==> src/rtl/spi_reg_sequencer.sv <==
// Sensor register read/write sequencer in front of spi_master: owns chip-select timing,
// streams command and data bytes through the start/busy/new_data handshake, packs read bytes.
module spi_reg_sequencer #(
    parameter int unsigned MAX_BYTES       = 6,
    parameter int unsigned CS_SETUP_CYCLES = 4,
    parameter int unsigned CS_HOLD_CYCLES  = 4,
    parameter int unsigned TIMEOUT_CYCLES  = 1024
) (
    input  logic                   clk,
    input  logic                   rst,
    input  logic                   req,
    input  logic                   rd_wr,
    input  logic [6:0]             reg_addr,
    input  logic [7:0]             wr_data,
    input  logic [2:0]             nbytes,
    output logic                   spi_start,
    output logic [7:0]             spi_data_in,
    input  logic                   spi_busy,
    input  logic                   spi_new_data,
    input  logic [7:0]             spi_data_out,
    output logic                   cs_n,
    output logic                   busy,
    output logic                   done,
    output logic                   err,
    output logic [8*MAX_BYTES-1:0] rd_data
);

    localparam logic [2:0] StIdle  = 3'd0;
    localparam logic [2:0] StSetup = 3'd1;
    localparam logic [2:0] StSend  = 3'd2;
    localparam logic [2:0] StWait  = 3'd3;
    localparam logic [2:0] StHold  = 3'd4;
    localparam logic [2:0] StFin   = 3'd5;
    localparam logic [2:0] StAbort = 3'd6;

    logic [2:0]             state_q, state_d;
    logic [15:0]            cnt_q;
    logic [15:0]            tmo_q;
    logic [3:0]             idx_q;    // byte in flight, 0 = command byte
    logic [3:0]             len_q;    // data bytes following the command byte
    logic                   rd_q;
    logic [6:0]             addr_q;
    logic [7:0]             wdata_q;
    logic [8*MAX_BYTES-1:0] shadow_q;
    logic [3:0]             len_req;

    always_comb begin
        if (nbytes == 3'd0) begin
            len_req = 4'd1;
        end else if ({1'b0, nbytes} > 4'(MAX_BYTES)) begin
            len_req = 4'(MAX_BYTES);
        end else begin
            len_req = {1'b0, nbytes};
        end
    end

    always_comb begin
        state_d = state_q;
        case (state_q)
            StIdle:  if (req) state_d = StSetup;
            StSetup: if (cnt_q == 16'(CS_SETUP_CYCLES - 1)) state_d = StSend;
            StSend:  if (!spi_busy) state_d = StWait;
            StWait: begin
                // Data arriving on the timeout cycle still completes the byte.
                if (spi_new_data) begin
                    state_d = (idx_q == len_q) ? StHold : StSend;
                end else if (tmo_q == 16'(TIMEOUT_CYCLES)) begin
                    state_d = StAbort;
                end
            end
            StHold:  if (cnt_q == 16'(CS_HOLD_CYCLES - 1)) state_d = StFin;
            default: state_d = StIdle;
        endcase
    end

    assign cs_n = !(state_q == StSetup || state_q == StSend ||
                    state_q == StWait  || state_q == StHold);
    assign busy = (state_q != StIdle);
    assign done = (state_q == StFin) || (state_q == StAbort);
    assign err  = (state_q == StAbort);

    always_ff @(posedge clk) begin
        if (rst) begin
            state_q     <= StIdle;
            cnt_q       <= 16'd0;
            tmo_q       <= 16'd0;
            idx_q       <= 4'd0;
            len_q       <= 4'd0;
            rd_q        <= 1'b0;
            addr_q      <= 7'd0;
            wdata_q     <= 8'd0;
            shadow_q    <= '0;
            spi_start   <= 1'b0;
            spi_data_in <= 8'd0;
            rd_data     <= '0;
        end else begin
            state_q   <= state_d;
            spi_start <= 1'b0;
            cnt_q     <= (state_d == state_q) ? cnt_q + 16'd1 : 16'd0;
            case (state_q)
                StIdle: begin
                    if (req) begin
                        rd_q     <= rd_wr;
                        addr_q   <= reg_addr;
                        wdata_q  <= wr_data;
                        len_q    <= rd_wr ? len_req : 4'd1;
                        idx_q    <= 4'd0;
                        shadow_q <= '0;
                    end
                end
                StSend: begin
                    if (!spi_busy) begin
                        spi_start   <= 1'b1;
                        spi_data_in <= (idx_q == 4'd0) ? {rd_q, addr_q} :
                                       (rd_q ? 8'h00 : wdata_q);
                        tmo_q       <= 16'd0;
                    end
                end
                StWait: begin
                    if (spi_new_data) begin
                        if (rd_q) begin
                            for (int k = 0; k < int'(MAX_BYTES); k++) begin
                                if (idx_q == 4'(k + 1)) shadow_q[8*k +: 8] <= spi_data_out;
                            end
                        end
                        idx_q <= idx_q + 4'd1;
                    end else if (tmo_q != 16'(TIMEOUT_CYCLES)) begin
                        tmo_q <= tmo_q + 16'd1;
                    end
                end
                StFin: begin
                    if (rd_q) rd_data <= shadow_q;
                end
                default: ;
            endcase
        end
    end

endmodule

==> config.mk <==
export PLATFORM = sky130hd
export DESIGN_NAME = spi_reg_sequencer
export DESIGN_NICKNAME = d
export VERILOG_FILES = /design/src/rtl/spi_reg_sequencer.sv
export SDC_FILE = /design/constraint.sdc
export NUM_CORES = 1
export LEC_CHECK = 0
export BUFFER_PORTS_ARGS = -buffer_cell sky130_fd_sc_hd__buf_2
export CAP_MARGIN = 20
export CORE_MARGIN = 2
export CORE_UTILIZATION = 50
export CTS_BUF_LIST = sky130_fd_sc_hd__clkbuf_4 sky130_fd_sc_hd__clkbuf_8 sky130_fd_sc_hd__clkbuf_16
export CTS_CLUSTER_DIAMETER = 80
export DETAILED_ROUTE_END_ITERATION = 8
export HOLD_SLACK_MARGIN = 0.02
export PLACE_DENSITY = 0.76
export SKIP_LAST_GASP = 1
export SYNTH_ARGS = -nofsm -noshare
export SYNTH_HDL_FRONTEND = slang
export SYNTH_SLANG_ARGS = --single-unit
export TNS_END_PERCENT = 100
==> constraint.sdc <==
create_clock -name clk -period 2.33 [get_ports clk]
set_input_delay 0.466 -clock clk [delete_from_list [all_inputs] [get_ports clk]]
set_output_delay 0.466 -clock clk [all_outputs]
set_load 0.05 [all_outputs]
## After elaboration in Yosys (flattened, before gate mapping)

Cells that the tools add are included.

| operators by class | value |
|---|---|
| bitwise operators | 3 |
| reductions and logical operators | 24 |
| multipliers | 0 |
| order comparisons | 1 |
| mux-type cells | 31 |
| equality and inequality tests | 29 |
| add/sub/neg operators | 3 |
| divide/modulo/power cells | 0 |
| shift operators | 0 |

Operators by type and width:

| cell | count |
|---|---|
| $mux W48 | 3 |
| $pmux W48 S2 | 1 |
| $mux W8 | 8 |
| $mux W16 | 3 |
| $add A16 B1 Y16 const B | 2 |
| $pmux W16 S2 | 1 |
| $reduce_and A5 Y1 | 6 |
| $mux W3 | 9 |
| $eq A16 B11 Y1 const B | 1 |
| $eq A16 B2 Y1 const B | 1 |
| $ne A16 B11 Y1 const B | 1 |
| $pmux W3 S5 | 1 |
| $ne A2 B1 Y1 const B | 7 |
| $eq A4 B3 Y1 const B | 3 |
| $mux W4 | 3 |
| $ne A2 B2 Y1 const B | 5 |
| $eq A3 B3 Y1 const B | 3 |
| $eq A4 B2 Y1 const B | 2 |
| $pmux W4 S2 | 1 |
| $eq A3 B2 Y1 const B | 2 |
| $logic_not A3 Y1 | 2 |
| $reduce_and A2 Y1 | 3 |
| $add A4 B1 Y4 const B | 1 |
| $eq A4 B1 Y1 const B | 1 |
| other kinds (14) | 21 |

| word-level totals | value |
|---|---|
| memories kept | 0 |
| flip-flop bits (word level) | 164 |
| RAM bits | 0 |
| output and inout bits | 61 |
| bits in read-only memories | 0 |
| input bits | 32 |
| latch bits | 0 |

## Logic depth before layout (Yosys ltp)

| depth | value |
|---|---|
| word-level depth | 7 |
| depth in mapped cells | 9 |
| mapped depth without buffers | 8 |

## Worst setup path before layout

No wires, ideal clock.

| timing | value |
|---|---|
| kind | reg-to-output |
| start point | register state_q[0] |
| end point | output cs_n |
| arrival time | 1.463 ns |
| stages on the path, launching flop included | 5 |
| path slack | 0.401 ns |
| cell sequence | dfxtp_1 > buf_6 > nor2_1 > nand2_1 > nand2_1 |

| between the ends | value |
|---|---|
| word-level cells in the longest chain between the ends | 5 |
| elaborated cells on any way between the ends | 8 |
| those cells by class | 4 x eq/ne; 4 x reduce/logical |

Ends and longest elaborated chain:

| item | RTL line | source |
|---|---|---|
| start: declaration | 36 | `logic [2:0] state_q, state_d;` |
| start signal: assignment | 84 | `state_q <= StIdle;` |
| start signal: assignment | 97 | `state_q <= state_d;` |
| $eq A3 B1 Y1 or $eq A3 B2 Y1 (tied branches) | 76 | `assign cs_n = !(state_q == StSetup \|\| state_q == StSend \|\|` |
| $logic_or A1 B1 Y1 (2 in series) | 76 |  |
| $logic_or A1 B1 Y1 * | 77 | `state_q == StWait \|\| state_q == StHold);` |
| $logic_not A1 Y1 * | 76 |  |
| end: declaration | 21 | `output logic cs_n,` |

Every way passes the cells marked *; elsewhere a longest branch is shown, timed or not.

## Worst setup path in the final report

| timing | value |
|---|---|
| start point | register state_q[0] |
| end point | output done |

| between the ends | value |
|---|---|
| word-level cells in the longest chain between the ends | 2 |
| elaborated cells on any way between the ends | 3 |
| those cells by class | 2 x eq/ne; 1 x reduce/logical |

Ends and longest elaborated chain:

| item | RTL line | source |
|---|---|---|
| $eq A3 B3 Y1 | 79 | `assign done = (state_q == StFin) \|\| (state_q == StAbort);` |
| $logic_or A1 B1 Y1 * | 79 |  |
| end: declaration | 23 | `output logic done,` |

Marks and branches as above.

==> impl_metrics.json <==
{
  "status": "complete, no violations",
  "die_area_um2": 14380,
  "cts_tree": "built",
  "worst_slew_pin_slew_ns": 0.5218,
  "dp.cells": 1020,
  "synthArstFlopShare_pct": 0,
  "design_area_um2": 7868,
  "clk_pin_slew_ns": 0.06,
  "yosysSeqAreaShare_pct": 48.57,
  "synth-seq-cells": 163,
  "worst_hold_path_type": "input pin to flip-flop",
  "worst-endpoint-required_ns": 1.86,
  "cts.sinks": 163,
  "max_cap_violations": 0,
  "path_max_fanout": 12,
  "core.rowCount": 42,
  "path_buf_inv": 1,
  "ir_worst_vdd_uv": 509.2,
  "rsz0062_at_grt": "false",
  "io_buffer_count": 92,
  "layout-drive-gt1-share_pct": 19.75,
  "ys_types": 53,
  "pin_count": 93,
  "syn-num-nets": 835,
  "die_h_um": 119.9,
  "fmax_mhz": 452.6,
  "globalRouteOverflowTotal": 0,
  "clk_path_buf_depth": 2,
  "synth_top_area_cell": "dfxtp_1",
  "synth_common_cells": "nand2_1 (168), dfxtp_1 (163), a21oi_1 (99)",
  "synthFlopType": "dfxtp_1",
  "timing.final.crit_share_pct": 94.82,
  "post-route-util_pct": 59.65,
  "synth-warning-count": 0,
  "cpMaxStageDelayCell": "dfxtp_1",
  "hold_ws_ns": 0.2777,
  "maxSlewViolCount": 0,
  "insertedDiodeCount": 0,
  "firstDrtPassIters": 5,
  "antenna_found_initial": 0,
  "syn-cell-area_um2": 6719,
  "pre_cts_slack_ns": 0.3020,
  "area_growth_pct": 17.10,
  "period_minus_slack_ns": 2.209,
  "yosysMostFrequentCell": "nand2_1",
  "avgSynthCellArea_um2": 8.441,
  "fin_skew_ns": 0.006672,
  "die_w_um": 119.9,
  "crit_path_max_incr_delay_ns": 0.61,
  "hpwl_um": 9665,
  "root_buffer": "clkbuf_16",
  "instances_no_fill": 1052,
  "setup_slack_ns": 0.1206,
  "gp_congestion": 0.8395,
  "power_density_nw_per_um2": 732.2,
  "total_power_mw": 5.761,
  "via_count": 5504,
  "setup_violations": 0,
  "grt_pass1_wl_um": 24630,
  "clk_latency_ns": 0.42,
  "start_util_pct": 50.94,
  "grt_start_max_net_pins": 126,
  "hold_violations": 0,
  "final_antenna_net_count": 0,
  "cp-end-kind": "output pin",
  "synthCells": 796,
  "htree_levels": 4,
  "path_class": "flip-flop to output pin",
  "post_dp_cell_area_um2": 7295,
  "relSlewSlack_pct": 65.22,
  "drcViolationCount": 0,
  "worstSetupStartpointType": "flip-flop",
  "grt_use_total_pct": 21.42,
  "critPathTopFamily": "flip-flops",
  "synthTopCellsByArea": "dfxtp_1 (49%), nand2_1 (9.4%), a21oi_1 (7.4%)",
  "critPathArrivalTime_ns": 1.74,
  "n_fill_cell": 1193,
  "avgRoutedWirePerCell_um": 14.21,
  "synth_top_area_share_pct": 48.57,
  "crit_chain": "nand2b_1, a21oi_1, buf_2",
  "coreArea_um2": 13190,
  "leakage_nw": 3.073,
  "grt_pass1_vias": 5077,
  "fin_setup_tns_ns": 0,
  "wirelength_um": 14940,
  "first_iter_violations": 382,
  "nets": 902,
  "synth-edff-count": 0,
  "numCtsBuffers": 17,
  "viasPerCell": 5.232
}
==> path summary, 6_finish.rpt <==
check	from	endpoint	slack, ns	cells past startpoint
hold / removal	reg_addr[6]	addr_q[6]	0.28	3
hold reg to reg	rd_data[30]	rd_data[30]	0.45	2
setup / recovery	state_q[0]	done	0.12	3
setup reg to reg	state_q[0]	shadow_q[25]	0.29	7
==> report_power, final <==
group	internal (mW)	total, mW	switching (mW)
clock	1.56	2.68	1.12
combinational	0.0890	0.252	0.163
sequential	2.81	2.83	0.0184
==> metal layers <==
layer  vias to the layer above  wire, um  global-route usage, %
met2                       125      6879                  33.35
met1                      2560      7026                  28.98
met4                         0       264                  8.162
met3                        20       774                  4.848
li1                       2799         -                      -
met5                         -         0                      0
==> logic make-up (layout without fill, tap and decap cells) <==
| group | after synthesis | count (layout) | synth area share, % |
|---|---|---|---|
| mux | 25 | 25 | 3.780 |
| flops | 163 | 163 | 48.57 |
| compound gates | 129 | 129 | 11.23 |
| buf+inv | 69 | 149 | 4.525 |
| xor+xnor | 34 | 34 | 4.432 |
| fa+ha+maj | 7 | 7 | 1.303 |
| simple gates | 369 | 369 | 26.16 |
==> repair_timing <==
action | 4_1_cts | 5_1_grt
hold buffers | 0 | 0
buffers inserted | 0 | 0
gates resized for setup | 0 | 2
endpoints found under the setup margin | 0 | 1
==> layout make-up <==
type	count	area (um^2)	share of cell area (%)
Inverter	9	33.78	0.4294
Multi-Input combinational cell	564	3157	40.12
Clock inverter	11	102.6	1.304
Sequential cell	163	3266	41.51
Timing Repair Buffer	108	620.6	7.888
Tap cell	176	220.2	2.799
Clock buffer	21	467.9	5.948
==> cells in the final DEF, fill, tap and decap left out, types with 5 or more instances in the layout <==
cell / netlist / final
nor2_2: 11 / 11
mux2i_1: 24 / 24
nand4_1: 5 / 5
ha_1: 7 / 7
xor2_1: 19 / 19
and2_1: 11 / 11
a21oi_1: 99 / 99
nand2_1: 168 / 168
nor3_1: 14 / 14
xnor2_1: 15 / 15
nand3_1: 43 / 42
nor2_1: 71 / 71
a211oi_1: 11 / 11
inv_1: 9 / 9
nor3b_1: 9 / 9
dfxtp_1: 163 / 161
buf_2: 12 / 91
clkbuf_16: 0 / 17
buf_4: 4 / 14
==> worst reg2reg max path: cells and delay by family (launching register included) <==
family | cells | cell delay [ns]
AO/OA/AOI/OAI | 2 | 0.18
AND/OR/NAND/NOR | 4 | 0.88
buffers and inverters | 1 | 0.24
flip-flops | 1 | 0.61
==> sequential cells by signal (all words and copies together) (netlist names) <==
signal,flops
spi_start,1
cnt_q,16
idx_q,4
state_q,3
len_q,3
rd_q,1
shadow_q,48
addr_q,7
tmo_q,16
spi_data_in,8
rd_data,48
wdata_q,8
(Power assumes the default switching activity.)
